$ cat config.mk
export PLATFORM = sky130hd
export DESIGN_NAME = mux16_scan_sequencer
export DESIGN_NICKNAME = d
export VERILOG_FILES = /design/src/rtl/mux16_scan_pkg.sv /design/src/rtl/mux16_next_ch.sv /design/src/rtl/mux16_scan_sequencer.sv
export SDC_FILE = /design/constraint.sdc
export NUM_CORES = 1
export LEC_CHECK = 0
export BUFFER_PORTS_ARGS = -buffer_cell sky130_fd_sc_hd__buf_2
export CORE_MARGIN = 2
export CORE_UTILIZATION = 56
export CTS_CLUSTER_SIZE = 28
export DETAILED_ROUTE_END_ITERATION = 10
export HOLD_SLACK_MARGIN = 0.08
export PLACE_DENSITY = 0.88
export SYNTH_ARGS = -nofsm -noshare
export SYNTH_HDL_FRONTEND = slang
export SYNTH_SLANG_ARGS = --single-unit
$ cat constraint.sdc
create_clock -name clk -period 1.9 [get_ports clk]
set_clock_uncertainty 0.05 [all_clocks]
set_input_delay 0.095 -clock clk [delete_from_list [all_inputs] [get_ports clk]]
set_output_delay 0.095 -clock clk [all_outputs]
set_load 0.05 [all_outputs]
$ cat src/rtl/mux16_scan_pkg.sv
// Shared types and constants for the 16-channel mux scan sequencer.
package mux16_scan_pkg;

    localparam int unsigned NUM_CH = 16;
    localparam int unsigned SEL_W  = 4;
    localparam int unsigned CNT_W  = 4;

    typedef enum logic [1:0] {
        StIdle,
        StSettle,
        StDone
    } scan_state_e;

endpackage

$ cat src/rtl/mux16_next_ch.sv
// Channel order finder: first / next channel of a scan and a last-channel flag.
// With SCAN_MASK_EN defined, masked channels are skipped; otherwise a plain increment.
module mux16_next_ch
    import mux16_scan_pkg::*;
(
`ifdef SCAN_MASK_EN
    input  logic [NUM_CH-1:0] mask,
`endif
    input  logic [SEL_W-1:0]  cur_ch,
    output logic [SEL_W-1:0]  first_ch,
    output logic [SEL_W-1:0]  nxt_ch,
    output logic              any_unmasked,
    output logic              is_last
);

`ifdef SCAN_MASK_EN
    // Descending walk so the lowest qualifying index is the one that sticks.
    always_comb begin
        first_ch     = '0;
        nxt_ch       = cur_ch;
        any_unmasked = 1'b0;
        is_last      = 1'b1;
        for (int i = NUM_CH - 1; i >= 0; i--) begin
            if (!mask[i]) begin
                first_ch     = SEL_W'(i);
                any_unmasked = 1'b1;
                if (i > int'(cur_ch)) begin
                    nxt_ch  = SEL_W'(i);
                    is_last = 1'b0;
                end
            end
        end
    end
`else
    always_comb begin
        first_ch     = '0;
        nxt_ch       = cur_ch + SEL_W'(1);
        any_unmasked = 1'b1;
        is_last      = (cur_ch == SEL_W'(NUM_CH - 1));
    end
`endif

endmodule

$ cat src/rtl/mux16_scan_sequencer.sv
// Walks a 16:1 gated mux over its channels, assembles a snapshot, offers it over valid/ready.
// Optional channel masking is enabled by defining SCAN_MASK_EN.
module mux16_scan_sequencer
    import mux16_scan_pkg::*;
#(
    parameter int unsigned SETTLE_CYC = 2,
    parameter bit          OUT_INV    = 1'b1
) (
    input  logic              clk,
    input  logic              rst,
    input  logic              start,
    input  logic              cont,
    input  logic              abort,
    output logic [SEL_W-1:0]  mux_sel,
    output logic              mux_en_n,
    input  logic              mux_out,
    output logic              busy,
    output logic              out_valid,
    input  logic              out_ready,
    output logic [NUM_CH-1:0] out_data
`ifdef SCAN_MASK_EN
    ,
    input  logic [NUM_CH-1:0] ch_mask
`endif
);

    localparam logic [CNT_W-1:0] CntReload = CNT_W'(SETTLE_CYC - 1);

    scan_state_e       state_q;
    logic [CNT_W-1:0]  cnt_q;
    logic [NUM_CH-1:0] shadow_q;
    logic [NUM_CH-1:0] merged;
    logic [SEL_W-1:0]  first_ch;
    logic [SEL_W-1:0]  nxt_ch;
    logic              any_unmasked;
    logic              is_last;
    logic              launch;

`ifdef SCAN_MASK_EN
    logic [NUM_CH-1:0] mask_q;
    logic [NUM_CH-1:0] mask_cur;

    // Outside a scan the finder looks at the live mask so the launch edge sees it.
    assign mask_cur = (state_q == StSettle) ? mask_q : ch_mask;
`endif

    mux16_next_ch u_next_ch (
`ifdef SCAN_MASK_EN
        .mask         (mask_cur),
`endif
        .cur_ch       (mux_sel),
        .first_ch     (first_ch),
        .nxt_ch       (nxt_ch),
        .any_unmasked (any_unmasked),
        .is_last      (is_last)
    );

    always_comb begin
        merged          = shadow_q;
        merged[mux_sel] = mux_out ^ OUT_INV;
    end

    assign launch = ((state_q == StIdle) && start) ||
                    ((state_q == StDone) && out_ready && cont);

    always_ff @(posedge clk) begin
        if (rst) begin
            state_q   <= StIdle;
            cnt_q     <= '0;
            shadow_q  <= '0;
            mux_sel   <= '0;
            mux_en_n  <= 1'b1;
            busy      <= 1'b0;
            out_valid <= 1'b0;
            out_data  <= '0;
`ifdef SCAN_MASK_EN
            mask_q    <= '0;
`endif
        end else if (launch) begin
            shadow_q <= '0;
`ifdef SCAN_MASK_EN
            mask_q   <= ch_mask;
`endif
            if (any_unmasked) begin
                state_q   <= StSettle;
                mux_sel   <= first_ch;
                mux_en_n  <= 1'b0;
                busy      <= 1'b1;
                cnt_q     <= CntReload;
                out_valid <= 1'b0;
            end else begin
                // Everything masked: the empty snapshot is ready immediately.
                state_q   <= StDone;
                mux_sel   <= '0;
                mux_en_n  <= 1'b1;
                busy      <= 1'b0;
                out_valid <= 1'b1;
                out_data  <= '0;
            end
        end else begin
            unique case (state_q)
                StSettle: begin
                    if (abort) begin
                        state_q  <= StIdle;
                        mux_sel  <= '0;
                        mux_en_n <= 1'b1;
                        busy     <= 1'b0;
                        shadow_q <= '0;
                    end else if (cnt_q == '0) begin
                        shadow_q <= merged;
                        if (is_last) begin
                            state_q   <= StDone;
                            out_data  <= merged;
                            out_valid <= 1'b1;
                            mux_en_n  <= 1'b1;
                            busy      <= 1'b0;
                        end else begin
                            mux_sel <= nxt_ch;
                            cnt_q   <= CntReload;
                        end
                    end else begin
                        cnt_q <= cnt_q - CNT_W'(1);
                    end
                end
                StDone: begin
                    if (out_ready) begin
                        state_q   <= StIdle;
                        out_valid <= 1'b0;
                    end
                end
                default: ;
            endcase
        end
    end

endmodule

==> metrics <==
share of the synthesized area in the top cell type 43.0%; ys flop type dfxtp_1; CTS root buffer clkbuf_4; sequential fraction of the synthesis area 43.0%; Final Hold Fails 0; core area 3420 um2; DIE WIDTH 64.5 um; startpoint types flip-flop; Routed wire per std cell 13.2 um; min cycle time layout 1.74 ns; Num CTS Buffers 5; Die Ht 64.5 um; fin util 68.6%; total congestion overflow 0; Remaining DRCs 0; # setup viols final 0; Achievable Freq 575 MHz; Reg clk slew, reported paths 0.12 ns; 1st-pass router iterations 4; P per Cell Area 660 nW/um2; total negative setup slack 0 ns; WS Path Type reg2reg; CTS tree done; unrepaired setup endpoints after global routing no; post-route insts no fill 322; slew margin rel. 71.3%; asr flop ratio synth 0%; synth unique cells 37; num rows 21; Net Sw Frac 25.4%; Mapped Cells 243; Via-to-Cell Ratio 5.66; DPL Wire Length 2850 um; drt total wl 4260 um; sw power 0.394 mW; I/O Buffers 29; Layout area overhead 14.5%; Fillers 299; initial antenna violation count 0; Die Footprint 4160 um2; max-cap viol count 0; worst path required time 2.14 ns; first-pass GRT wire length 7280 um; clock power share 31.3%; Crit. End Element flip-flop; run status completed; ant diodes 0; clock sink total 44; Leakage Power 0.904 nW; vias in the first global route 1628; fin crit share 91.6%; IO Count 30; Layout Nets 286; clk buf depth 2; Comb power frac 8.0%; H-tree level count 2; Avg Cell Area, Syn 8.42 um2; post-synth top area cell dfxtp_1; Hold Path Class in2reg; Final Max Slew Viols 0; multi-input logic area 1040 um2; Initial DRC Count 106; Total GRT Usage 22.7%; total placed cells including tap cells 311; starting density of the core 59.9%; #FFs+latches synth 44; worst vdd ir 421 uV; crit-path max FO 17; Yosys Warn Count 0; Syn Nets 254; Placer Congestion 0.763; CP arrival 1.98 ns; vias after detailed routing 1823; top post-synthesis cells by area dfxtp_1 43%, a21oi_1 6.1%, nand2_1 6.1%, mux2i_1 5.9%, a22oi_1 5.5%; DRT antenna net count 0; Post-synth EDFFs 0; largest net degree at the start of global routing 25; area of the mapped netlist 2050 um2; layout cells sized above 1 19.2%; Worst-Skew Late Latency 0.36 ns; Int Pwr 1.15 mW; Least-Margin Pin Slew 0.430 ns; sequential cell area 883 um2; part of the power in registers 60.7%
registers in the layout (all words and copies together) (netlist names):
name,count
out_data,16
shadow_q,15
cnt_q,4
mux_sel,4
state_q,2
busy,1
mux_en_n,1
out_valid,1
routing by layer:
metal  up-vias  track usage (%)  share of wire [%]
met5         -                0                  0
met4         0             10.4                2.0
met3         9             4.17                4.3
met2        47             37.0                 45
met1       853             29.2                 48
li1        914                -                  -
Yosys cell counts (all sizes together), types with 2 or more instances:
cell and instances:
a21oi 25, a22oi 15, a31oi 6, buf 2, clkbuf 14, dfxtp 44, ha 4, inv 15
mux2i 12, nand2 33, nand3 4, nand3b 9, nand4b 2, nor2 23, nor3b 7, o211ai 2
o21ai 8, or3 2, or4 2
final cells by class:
class / instances / area share (%)
Sequential cell: 44 / 37.7
Inverter: 15 / 2.40
Timing Repair Buffer: 41 / 10.4
Clock buffer: 6 / 2.19
Tap cell: 46 / 2.45
Multi-Input combinational cell: 168 / 44.3
Clock inverter: 2 / 0.640
metrics by stage:
| stage | area (um2) | setup WS, ns | hold slack [ns] | power (mW) |
|---|---|---|---|---|
| finish | 2340 | 0.160 | 0.166 | 1.55 |
| global route | 2340 | 0.0584 | 0.198 | 1.61 |
| CTS | 2340 | 0.145 | 0.150 | 1.57 |
| detailed placement | 2250 | 0.179 | 0.376 | 1.08 |
| global placement | 2250 | 0.241 | 0.369 | 1.08 |
| floorplan | 2050 | 0.00377 | 0.248 | 1.04 |
layout by cell type, fill, tap and decap left out, types with 5 or more instances in the layout:
cell type / n
a31oi_1: 6
dfxtp_1: 42
clkbuf_4: 5
nor3b_1: 7
buf_2: 29
nand2_1: 33
mux2i_1: 12
inv_1: 15
a21oi_1: 25
o21ai_0: 7
nand3b_1: 9
nor2_1: 22
buf_4: 9
a22oi_1: 15
power by group through the flow:
stage | combinational (mW) | clock, mW | sequential (mW)
2_1_floorplan | 0.0711 | 0 | 0.973
4_1_cts | 0.122 | 0.504 | 0.940
5_1_grt | 0.135 | 0.537 | 0.942
3_5_place_dp | 0.117 | 0 | 0.960
6_report | 0.123 | 0.484 | 0.940
3_3_place_gp | 0.116 | 0 | 0.959
critical path, stage by stage (launching register included):
cell	delay, ns
dfxtp_1	0.40
or4_4	0.60
nor3_4	0.17
buf_4	0.23
nand2_1	0.08
a21oi_1	0.15
what timing repair did:
item                                   CTS  global route
gates resized for setup                  0             0
endpoints found under the hold margin   17             0
buffers inserted                         0             0
hold buffers                             3             0
kinds of logic after synthesis:
kind of cell	share of synthesized area (%)
buffers and inverters	6.23
DFF	43.0
muxes	5.87
xor gates and xnor gates	0.856
and+or+nand+nor	23.6
AOI/OAI and AO/OA	18.0
adders and majority gates	2.45
worst paths after layout:
| path | slack (ns) | depth (start not counted) | endpoint | from |
|---|---|---|---|---|
| setup reg to reg | 0.16 | 5 | out_data[1] | cnt_q[0] |
| hold reg to reg | 0.41 | 2 | out_data[15] | out_data[15] |
| setup / recovery | 0.16 | 5 | out_data[1] | cnt_q[0] |
| hold / removal | 0.17 | 3 | out_data[15] | mux_out |
Power figures use the tool's default switching activity.
